$ cat config.mk
export PLATFORM = sky130hd
export DESIGN_NAME = irq_onehot_arbiter
export DESIGN_NICKNAME = d
export VERILOG_FILES = /design/src/rtl/irq_arb_pkg.sv /design/src/rtl/rr_pick.sv /design/src/rtl/irq_onehot_arbiter.sv
export SDC_FILE = /design/constraint.sdc
export NUM_CORES = 1
export LEC_CHECK = 0
export ABC_AREA = 1
export ABC_CLOCK_PERIOD_IN_PS = 3600
export BUFFER_PORTS_ARGS = -buffer_cell sky130_fd_sc_hd__buf_2
export CAP_MARGIN = 10
export CELL_PAD_IN_SITES_DETAIL_PLACEMENT = 0
export CELL_PAD_IN_SITES_GLOBAL_PLACEMENT = 2
export CORE_MARGIN = 8
export CORE_UTILIZATION = 31
export DETAILED_ROUTE_END_ITERATION = 7
export GPL_ROUTABILITY_DRIVEN = 0
export PLACE_DENSITY_LB_ADDON = 0.12
export SLEW_MARGIN = 20
export SYNTH_ARGS = -nofsm -noshare
export SYNTH_HDL_FRONTEND = slang
export SYNTH_HIERARCHICAL = 1
export SYNTH_SLANG_ARGS = --single-unit
$ cat constraint.sdc
create_clock -name clk -period 3.6 [get_ports clk]
set_clock_uncertainty 0.05 [all_clocks]
set_input_delay 0.36 -clock clk [delete_from_list [all_inputs] [get_ports clk]]
set_output_delay 0.36 -clock clk [all_outputs]
set_load 0.02 [all_outputs]
$ cat src/rtl/irq_arb_pkg.sv
// Shared constants and state type for the interrupt request arbiter.
package irq_arb_pkg;

   localparam int unsigned N     = 8;
   localparam int unsigned IDX_W = 3;

   typedef enum logic [0:0] {
      IDLE,
      GRANT
   } state_e;

endpackage

$ cat src/rtl/rr_pick.sv
// Combinational round-robin selector: first set bit of pending at or above ptr,
// wrapping from the top bit back to bit 0.
module rr_pick
   import irq_arb_pkg::*;
(
   input  logic [N-1:0]     pending,
   input  logic [IDX_W-1:0] ptr,
   output logic [N-1:0]     onehot,
   output logic [IDX_W-1:0] idx,
   output logic             valid
);

   logic [IDX_W-1:0] pos;

   // Walk N positions starting at ptr; the IDX_W-bit add wraps 7 -> 0 for free.
   always_comb begin
      onehot = '0;
      idx    = '0;
      valid  = 1'b0;
      pos    = '0;
      for (int unsigned k = 0; k < N; k++) begin
         pos = ptr + IDX_W'(k);
         if (!valid && pending[pos]) begin
            valid       = 1'b1;
            idx         = pos;
            onehot[pos] = 1'b1;
         end
      end
   end

endmodule

$ cat src/rtl/irq_onehot_arbiter.sv
// Captures rising edges on the request lines, arbitrates round-robin and holds
// a one-hot grant plus enable until the consumer acknowledges it.
module irq_onehot_arbiter
   import irq_arb_pkg::*;
(
   input  logic         clk,
   input  logic         rst,
   input  logic [N-1:0] req,
   input  logic         ack,
   output logic [N-1:0] a,
   output logic         enable,
   output logic [N-1:0] pending
);

   state_e           state_q, state_d;
   logic [N-1:0]     req_q;
   logic [N-1:0]     req_edge;
   logic [N-1:0]     pending_q, pending_d;
   logic [N-1:0]     clr;
   logic [N-1:0]     a_q, a_d;
   logic             enable_q, enable_d;
   logic [IDX_W-1:0] ptr_q, ptr_d;
   logic [IDX_W-1:0] gidx_q, gidx_d;
   logic [N-1:0]     pick_onehot;
   logic [IDX_W-1:0] pick_idx;
   logic             pick_valid;

   rr_pick u_rr_pick (
      .pending (pending_q),
      .ptr     (ptr_q),
      .onehot  (pick_onehot),
      .idx     (pick_idx),
      .valid   (pick_valid)
   );

   // Rising-edge events; a level held high only counts once.
   assign req_edge = req & ~req_q;

   // A fresh edge on the bit being cleared wins, so that request is not lost.
   assign pending_d = (pending_q & ~clr) | req_edge;

   // State register.
   always_ff @(posedge clk) begin
      if (rst) begin
         state_q <= IDLE;
      end else begin
         state_q <= state_d;
      end
   end

   // Next-state logic.
   always_comb begin
      state_d = state_q;
      unique case (state_q)
         IDLE:    if (pick_valid) state_d = GRANT;
         GRANT:   if (ack)        state_d = IDLE;
         default: state_d = IDLE;
      endcase
   end

   // Next values for grant outputs, pointer and the pending clear mask.
   always_comb begin
      a_d      = a_q;
      enable_d = enable_q;
      ptr_d    = ptr_q;
      gidx_d   = gidx_q;
      clr      = '0;
      unique case (state_q)
         IDLE: begin
            a_d      = '0;
            enable_d = 1'b0;
            if (pick_valid) begin
               a_d      = pick_onehot;
               enable_d = 1'b1;
               gidx_d   = pick_idx;
            end
         end
         GRANT: begin
            if (ack) begin
               clr      = a_q;
               ptr_d    = gidx_q + IDX_W'(1);
               a_d      = '0;
               enable_d = 1'b0;
            end
         end
         default: begin
            a_d      = '0;
            enable_d = 1'b0;
         end
      endcase
   end

   // Datapath registers; reset drops any grant and discards pending requests.
   always_ff @(posedge clk) begin
      if (rst) begin
         req_q     <= '0;
         pending_q <= '0;
         a_q       <= '0;
         enable_q  <= 1'b0;
         ptr_q     <= '0;
         gidx_q    <= '0;
      end else begin
         req_q     <= req;
         pending_q <= pending_d;
         a_q       <= a_d;
         enable_q  <= enable_d;
         ptr_q     <= ptr_d;
         gidx_q    <= gidx_d;
      end
   end

   assign a       = a_q;
   assign enable  = enable_q;
   assign pending = pending_q;

endmodule

# Word-level counts from Yosys, hierarchy flattened
# Cells that the tools add are included.
# word_totals
ff_bits	32
inputBits	11
wordCells	135
# classes
addsub	8
order_cmp	16
eq_ne	1
mux	66
bitwise_logic	13
n_reduce_logical	24
# ops
op	n
2-to-1 mux 8 bit	12
OR 8 bit	8
< comparator 3 x 4 -> 1 bit, second input constant	8
2-to-1 mux 1 bit	27
binary-select mux 1 bit (select 3 bit)	8
demux 1 bit (select 3 bit)	8
>= comparator 3 x 1 -> 1 bit, second input constant	8
2-to-1 mux 3 bit	8
AND 8 bit	2
NOT 8 bit	2
one-hot mux 8 bit (2 select lines)	1
logical AND 1 bit	15
adder 3 bit, second input constant	4
logical NOT 1 bit	7
adder 3 x 1 -> 3 bit, second input constant	2
adder 3 x 2 -> 3 bit, second input constant	2
one-hot mux 1 bit (2 select lines)	2
AND reduction 2 bit	2
!= test 2 bit, second input constant	1
NOT 1 bit	1

# Logic depth before layout (Yosys ltp)
# Gate-level depths: netlist of the first run.
# logic_depth
word_depth	26
ltp_mapped	20
ltp_nobuf	17

# By module
# Netlist of the first run, hierarchy kept.
# modules_own_cells
mod	n_inst	cells_per_inst	area_per_inst_um2	seq_area_each_um2
rr_pick	1	303	1545.2	0.0
irq_onehot_arbiter	1	167	1246.2	640.6

# Least setup slack after synthesis of the first run
# Ideal clock, no wire load.
# synth_timing
kind	register to register
start	register ptr_q[0]
end	register a_q[5], in the netlist a[5]
setup_ns	0.120
arrival_time_ns	2.493
required_ns	3.430
setup_slack_ns	0.938
path_stages_with_launch	18
n_path_buf	6
synth_period_minus_slack_ns	2.662
cell_sequence	dfxtp_1 > buf_6 > inv_4 > buf_6 > buf_2 > ha_1 > buf_4 > nand3_1 > nand2_1 > nor2_1 > nor2_4 > nand4_2 > nor2_4 > buf_6 > nand3b_1 > buf_2 > nand3_1 > a21oi_1
# synth_between
elab_chain_cells	26
word_cells_on_any_way	102
# synth_rtl
element	line	source
start: declaration	irq_onehot_arbiter.sv:22	logic [IDX_W-1:0] ptr_q, ptr_d;
start signal: assignment	irq_onehot_arbiter.sv:107	ptr_q <= ptr_d;
parallel branches: the longest is 23 deep, another holds adder 3 x 1 -> 3 bit	-	
2-to-1 mux 1 bit *	rr_pick.sv:23	if (!valid && pending[pos]) begin
named net pick_valid	irq_onehot_arbiter.sv:26	logic pick_valid;
2-to-1 mux 8 bit *	irq_onehot_arbiter.sv:72	if (pick_valid) begin
one-hot mux 8 bit (2 select lines) *	irq_onehot_arbiter.sv:68	unique case (state_q)
end signal: assignment	irq_onehot_arbiter.sv:98	a_q <= '0;
end signal: assignment	irq_onehot_arbiter.sv:105	a_q <= a_d;
end: declaration	irq_onehot_arbiter.sv:20	logic [N-1:0] a_q, a_d;
# Mark *: on every way through the listed nets, which the timed path passes. The select of a mux whose other input is x is not followed.
# A chain may end at the register's enable or synchronous reset.

# Final worst setup path of the first run
# layout_timing
start	register ptr_q[0]
end	register a_q[4], in the netlist a[4]
# layout_between
elab_chain_cells	26
word_cells_on_any_way	102
# layout_rtl
element	line	source
parallel branches: the longest is 23 deep, another holds < comparator 3 x 4 -> 1 bit	-	
2-to-1 mux 8 bit *	rr_pick.sv:23	
named net pick_onehot[4]	irq_onehot_arbiter.sv:24	logic [N-1:0] pick_onehot;
2-to-1 mux 8 bit *	irq_onehot_arbiter.sv:72	
one-hot mux 8 bit (2 select lines) *	irq_onehot_arbiter.sv:68	
# Marks and branches as above.

==> reports/qor.csv, run 1 <==
stage,metric,value,unit
clock_tree,clkSlewWorstSetupHoldPaths,0.06,ns
setup_path,cp_cell_sequence,"inv_4, ha_1, inv_2, buf_4, nand3_1, nand2_1, nor2_1, nor2_4, nand4_2, nor2_4, buf_4, nand4_1, nand3_1, nand3_1, a21oi_1",
drt,firstDrtPassIters,4,
setup_path,cpMostUsedCell,nand3_1,
setup_path,path_max_fanout,25,
cells_and_area,n_fill_cell,976,
pwr,powerDensity,481,nW/um^2
synthesis,syn_nets,488,
sta,setup-tns-final,0,ns
synthesis,yosysTopAreaCellShare,0.229,
die,core,8720,sq um
synthesis,synth.area.top_cells,"dfxtp_1, nand3_1, nand2_1, nor2_1, inv_1",
global_routing,grt_max_degree,27,
sta,tightest_slew,0.737,ns
setup_path,crit_path_end_kind,flop,
cells_and_area,regArea,641,sq um
global_routing,grt-ovfl-total,0,
drt,viasPerCell,5.02,
setup_path,cp.required,3.75,ns
setup_path,max_stage_delay,0.43,ns
drt,drt-wirelength-per-cell,15.5,um
clock_tree,clock_latency,0.28,ns
synthesis,synth-edff-count,0,
synthesis,syn_avg_cell_area,5.94,sq um
synthesis,synthSimpleGateAreaFrac,0.524,
sta,max_freq,314,MHz
flow_run,drv_cap,0,
cells_and_area,insertedDiodeCount,0,
setup_path,cp_top_family,simple AND/OR/NAND/NOR gates,
die,floorplan.initialDensity,0.320,
worst_hold_path,min_path_type,in -> reg,
global_routing,gr-usage-all-layers,0.148,
cells_and_area,multi_input_area,1710,sq um
pwr,p_leak,1.42,nW
synthesis,synthMostInstantiatedCell,nand3_1,
cells_and_area,areaGrowthSynthToFinish,7.71,%
synthesis,synthCells,470,
synthesis,synth_fa_ha_area_frac,0.0314,
synthesis,async_flop_share,0,
setup_path,cp-start-kind,flop,
setup_path,crit_type,reg -> reg,
synthesis,synth-compound-area-share,0.0471,
run_status,status,"finished, final reports clean",
clock_tree,numClockSinks,32,
global_routing,grt_pass1_vias,2912,
setup_path,crit_buf_inv,4,
synthesis,synthMuxAreaShare,0,
synthesis,synthesis.area,2790,sq um
drt,drtIter0Drc,104,
sta,layout_setup_ws,0.416,ns
placement,dp_hpwl,7180,um
die,rows,34,
clock_tree,htreeDepth,2,
clock_tree,clockBufferDepth,2,
global_routing,antenna_found_initial,0,
cells_and_area,fin_nets,502,
die,fp.dieH,111,um
die,dieArea,12300,sq um
die,die_x,111,um
sta,finalCritPeriodShare,0.884,
synthesis,synthFlopType,dfxtp_1,
synthesis,synth_warnings,6,
clock_tree,post_cts_resized,0,
clock_tree,ctsHoldBuffers,0,
sta,slew_headroom,0.508,
synthesis,synth_top_family_by_area,simple AND/OR/NAND/NOR gates,
sta,fin_crit,3.18,ns
global_routing,grt_pass1_wl,15300,um
synthesis,ys_seq_area_frac,0.229,
placement,portBuffers,27,
drt,ant_nets,0,
synthesis,synth_xor_area_frac,0.00986,
clock_tree,cts-buffers-inserted,5,
cells_and_area,layout-drive-gt1-share,0.138,
setup_path,cp_slowest_cell,ha_1,
synthesis,ys_ff_latch,32,
drt,drcViolationCount,0,
setup_path,crit_arrival,3.34,ns
drt,vias,2976,
sta,hold_violations,0,
synthesis,synth_common_cells,"nand3_1, nand2_1, nor2_1",
placement,post-place-ws,0.443,ns
clock_tree,cts_setup_buffers,0,
clock_tree,cts_tree,yes,
pwr,vdd_drop_max,0.279,mV
sta,finalSetupViolations,0,
die,num_io_pins,28,
sta,rsz0062_at_grt,no,
sta,finalMaxSlewViolations,0,
synthesis,ys_types,29,
synthesis,yosysTopAreaCell,dfxtp_1,
drt,drt-total-wl,9160,um
clock_tree,root_buffer,clkbuf_8,
==> logic make-up (layout without fill, tap and decap cells) <==
| logic type | after synthesis | in the layout |
|---|---|---|
| AND/OR/NAND/NOR | 314 | 314 |
| buffers and inverters | 91 | 106 |
| flip-flops | 32 | 32 |
| AO/OA/AOI/OAI | 25 | 25 |
| adder cells (fa/ha/maj) | 7 | 7 |
| XOR/XNOR | 1 | 1 |
==> where the power goes <==
| group | switching, W | total (W) | internal [W] |
|---|---|---|---|
| Sequential | 0.0000414 | 0.000435 | 0.000393 |
| Clock | 0.000127 | 0.000283 | 0.000156 |
| Combinational | 0.000519 | 0.000729 | 0.000210 |
| Total | 0.000687 | 0.00145 | 0.000759 |
==> worst min-delay path, delay by kind of cell <==
kind | cells | cell delay (ns)
buffers and inverters | 2 | 0.13
and+or+nand+nor | 1 | 0.04
==> cells in the final DEF (no fill, tap or decap), types with 11 or more instances in the layout <==
cell type  count
nand3_1      101
nand2_1       93
nor2_1        61
inv_1         52
dfxtp_1       32
buf_2         27
nor3_1        26
a21oi_1       11
nand4_1       11
==> metrics by stage <==
stage	total power, W	std cells	hold slack (ns)	utilization	cell area [sq um]
after floorplan	0.00100	470	0.382	-	2790
after CTS	0.00146	593	0.236	0.345	3010
after global placement	0.00118	585	0.390	0.334	2920
final	0.00145	593	0.247	0.345	3010
after global routing	0.00156	593	0.237	0.345	3010
after detailed placement	0.00117	585	0.402	0.334	2920
==> layer usage <==
metal,share of wire,track usage,vias to the layer above
met4,0.024,0.0577,0
met3,0.028,0.0168,15
met1,0.47,0.180,1353
met5,0,0,-
li1,-,-,1551
met2,0.47,0.259,57
==> final timing paths <==
path | to | slack (ns) | startpoint | cells past startpoint
hold / removal | req_q[1] | 0.25 | req[1] | 3
hold reg to reg | pending[3] | 0.41 | req_q[3] | 3
setup reg to reg | a[4] | 0.42 | ptr_q[0] | 15
setup / recovery | a[4] | 0.42 | ptr_q[0] | 15
==> cell type report <==
cell class,count,area share
clock buffers,8,0.0300
well taps,108,0.0449
inverters,64,0.0816
flip-flops and latches,32,0.213
repair buffers,34,0.0624
multi-input cells,347,0.568
==> registers in the layout, summed over array words and instances (netlist names) <==
signal and flops:
enable 1, a 8, req_q 8, gidx_q 3, ptr_q 3, state_q 1
pending 8
Power figures use the tool's default switching activity.
==> run 2, diff against run 1 <==
--- a/config.mk
+++ b/config.mk
@@ -11,7 +11,7 @@
 export CAP_MARGIN = 10
 export CELL_PAD_IN_SITES_DETAIL_PLACEMENT = 0
 export CELL_PAD_IN_SITES_GLOBAL_PLACEMENT = 2
-export CORE_MARGIN = 8
+export CORE_MARGIN = 1
 export CORE_UTILIZATION = 31
 export DETAILED_ROUTE_END_ITERATION = 7
 export GPL_ROUTABILITY_DRIVEN = 0
==> reports/qor.csv, run 2 (synthesis gave the netlist of run 1 again) <==
stage,metric,value,unit,change
setup_path,cp.required,3.76,ns,about the same
clock_tree,cts-buffers-inserted,5,,unchanged
global_routing,grt_max_degree,26,,-3.7%
pwr,vdd_drop_max,0.374,mV,+34%
die,fp.dieH,96.9,um,-13%
die,core,8720,sq um,unchanged
sta,finalSetupViolations,0,,unchanged
cells_and_area,layout-drive-gt1-share,0.142,,+0.00383
pwr,pwr-share-comb,0.482,,-0.022
cells_and_area,mostFrequentLayoutCell,nand3_1,,
die,floorplan.initialDensity,0.320,,unchanged
pwr,seq_power_share,0.293,,-0.008
drt,drt-wirelength-per-cell,14.8,um,-4.5%
sta,max_freq,319,MHz,+1.7%
drt,dr_wl_met3,359,um,+41%
drt,drt-total-wl,8760,um,-4.4%
sta,finalCritPeriodShare,0.870,,-0.0148
die,num_io_pins,28,,unchanged
global_routing,grt_pass1_wl,14400,um,-5.9%
clock_tree,clkSlewWorstSetupHoldPaths,0.07,ns,about the same
placement,portBuffers,27,,unchanged
worst_hold_path,hold_depth,3,,unchanged
drt,route.met2.wl,4260,um,-2.0%
setup_path,path_max_fanout,25,,unchanged
drt,firstDrtPassIters,5,,+1
drt,met1_length,4010,um,-7.5%
drt,ant_nets,0,,unchanged
cells_and_area,final_cells,594,,+0.17%
drt,drcViolationCount,0,,unchanged
cells_and_area,areaGrowthSynthToFinish,8.61,%,
clock_tree,root_buffer,clkbuf_8,,
pwr,clkPwrFrac,0.225,,+0.029
flow_run,drv_cap,0,,unchanged
clock_tree,htreeDepth,2,,unchanged
drt,vias,2983,,+0.24%
placement,post-place-ws,0.481,ns,+0.0381 ns
sta,finalMaxSlewViolations,0,,unchanged
setup_path,reg2reg_depth,15,,unchanged
clock_tree,clockBufferDepth,2,,unchanged
setup_path,crit_type,reg -> reg,,
setup_path,cp-start-kind,flop,,
placement,dp_hpwl,6900,um,-3.9%
clock_tree,ctsHoldBuffers,0,,unchanged
sta,hold_violations,0,,unchanged
clock_tree,cts_tree,yes,,
drt,viasPerCell,5.02,,about the same
setup_path,crit_arrival,3.29,ns,-0.05 ns
global_routing,grt-ovfl-total,0,,unchanged
sta,layout_setup_ws,0.469,ns,+0.0531 ns
cells_and_area,mostFrequentLayoutCells,"nand3_1, nand2_1, nor2_1",,
die,rows,34,,unchanged
sta,tightest_slew,0.749,ns,+0.0122 ns
pwr,powerDensity,494,nW/um^2,+2.7%
die,die_x,96.9,um,-13%
worst_hold_path,min_path_type,in -> reg,,
drt,drtIter0Drc,191,,+84%
pwr,power.switching,0.000689,W,+0.22%
run_status,status,"finished, final reports clean",,
drt,top_layer,met4,,
setup_path,crit_path_end_kind,flop,,
clock_tree,post_cts_resized,0,,unchanged
cells_and_area,fin_nets,503,,+0.20%
sta,rsz0062_at_grt,no,,
sta,slew_headroom,0.499,,-0.00816
global_routing,gr-usage-all-layers,0.191,,+0.0431
die,dieArea,9390,sq um,-24%
pwr,p_sw_frac,0.460,,-0.0153
placement,dp.cells,586,,+0.17%
clock_tree,clock_latency,0.28,ns,about the same
pwr,p_leak,1.43,nW,+1.1%
global_routing,grt_pass1_vias,2737,,-6.0%
clock_tree,numClockSinks,32,,unchanged
clock_tree,cts_setup_buffers,0,,unchanged
global_routing,antenna_found_initial,0,,unchanged
cells_and_area,insertedDiodeCount,0,,unchanged
pwr,intPower,0.000808,W,+6.6%
sta,fin_crit,3.13,ns,-0.0531 ns
sta,setup-tns-final,0,ns,unchanged
run 2: cell types whose count changed in the layout (fill, tap and decap cells not counted):
cell       delta
buf_4         +1
bufinv_16     +1
clkbuf_1      -1
clkbuf_8      -1
clkinv_2      +1
run 2: final cells by class:
type | count | area, sq um
Fill cell | 964 | 5690
Multi-Input combinational cell | 347 | 1710
Sequential cell | 32 | 641
Inverter | 64 | 245
Timing Repair Buffer | 35 | 195
Tap cell | 108 | 135
Clock buffer | 6 | 72.6
Clock inverter | 2 | 35.0
run 2: worst paths after layout:
| kind | startpoint | endpoint | slack (ns) |
|---|---|---|---|
| max | ptr_q[0] | a[1] | 0.47 |
| min | req[3] | req_q[3] | 0.24 |
| max reg2reg | ptr_q[0] | a[1] | 0.47 |
| min reg2reg | req_q[4] | pending[4] | 0.41 |
run 2: layer usage:
| metal | GRT usage | vias to the layer above |
|---|---|---|
| met5 | 0 | - |
| met4 | 0.0586 | 0 |
| met3 | 0.0195 | 10 |
| met2 | 0.328 | 94 |
| met1 | 0.252 | 1329 |
| li1 | - | 1550 |
run 2: power by group through the flow:
stage | clock, W | combinational (W) | sequential (W)
2_1_floorplan | 0 | 0.000552 | 0.000449
3_3_place_gp | 0 | 0.000732 | 0.000447
3_5_place_dp | 0 | 0.000716 | 0.000448
4_1_cts | 0.000352 | 0.000719 | 0.000440
5_1_grt | 0.000367 | 0.000805 | 0.000444
6_report | 0.000337 | 0.000722 | 0.000439
run 2: worst max-delay path: stages, from the launching register on:
cell and delay, ns:
dfxtp_1 0.49, inv_4 0.18, ha_1 0.40, inv_2 0.09
buf_4 0.19, nand3_1 0.10, nand2_1 0.12, nor2_1 0.08
nor2_4 0.11, nand4_2 0.29, nor2_4 0.18, buf_4 0.25
nand4_1 0.10, nand3_1 0.14, nand3_1 0.11, a21oi_1 0.17
run 2: metrics by stage:
step | area, sq um | power (W) | utilization | hold WS (ns)
floorplan | 2790 | 0.00100 | - | 0.382
global placement | 2920 | 0.00118 | 0.335 | 0.391
detailed placement | 2920 | 0.00116 | 0.335 | 0.397
CTS | 3030 | 0.00151 | 0.348 | 0.230
global route | 3030 | 0.00162 | 0.348 | 0.226
finish | 3030 | 0.00150 | 0.348 | 0.243
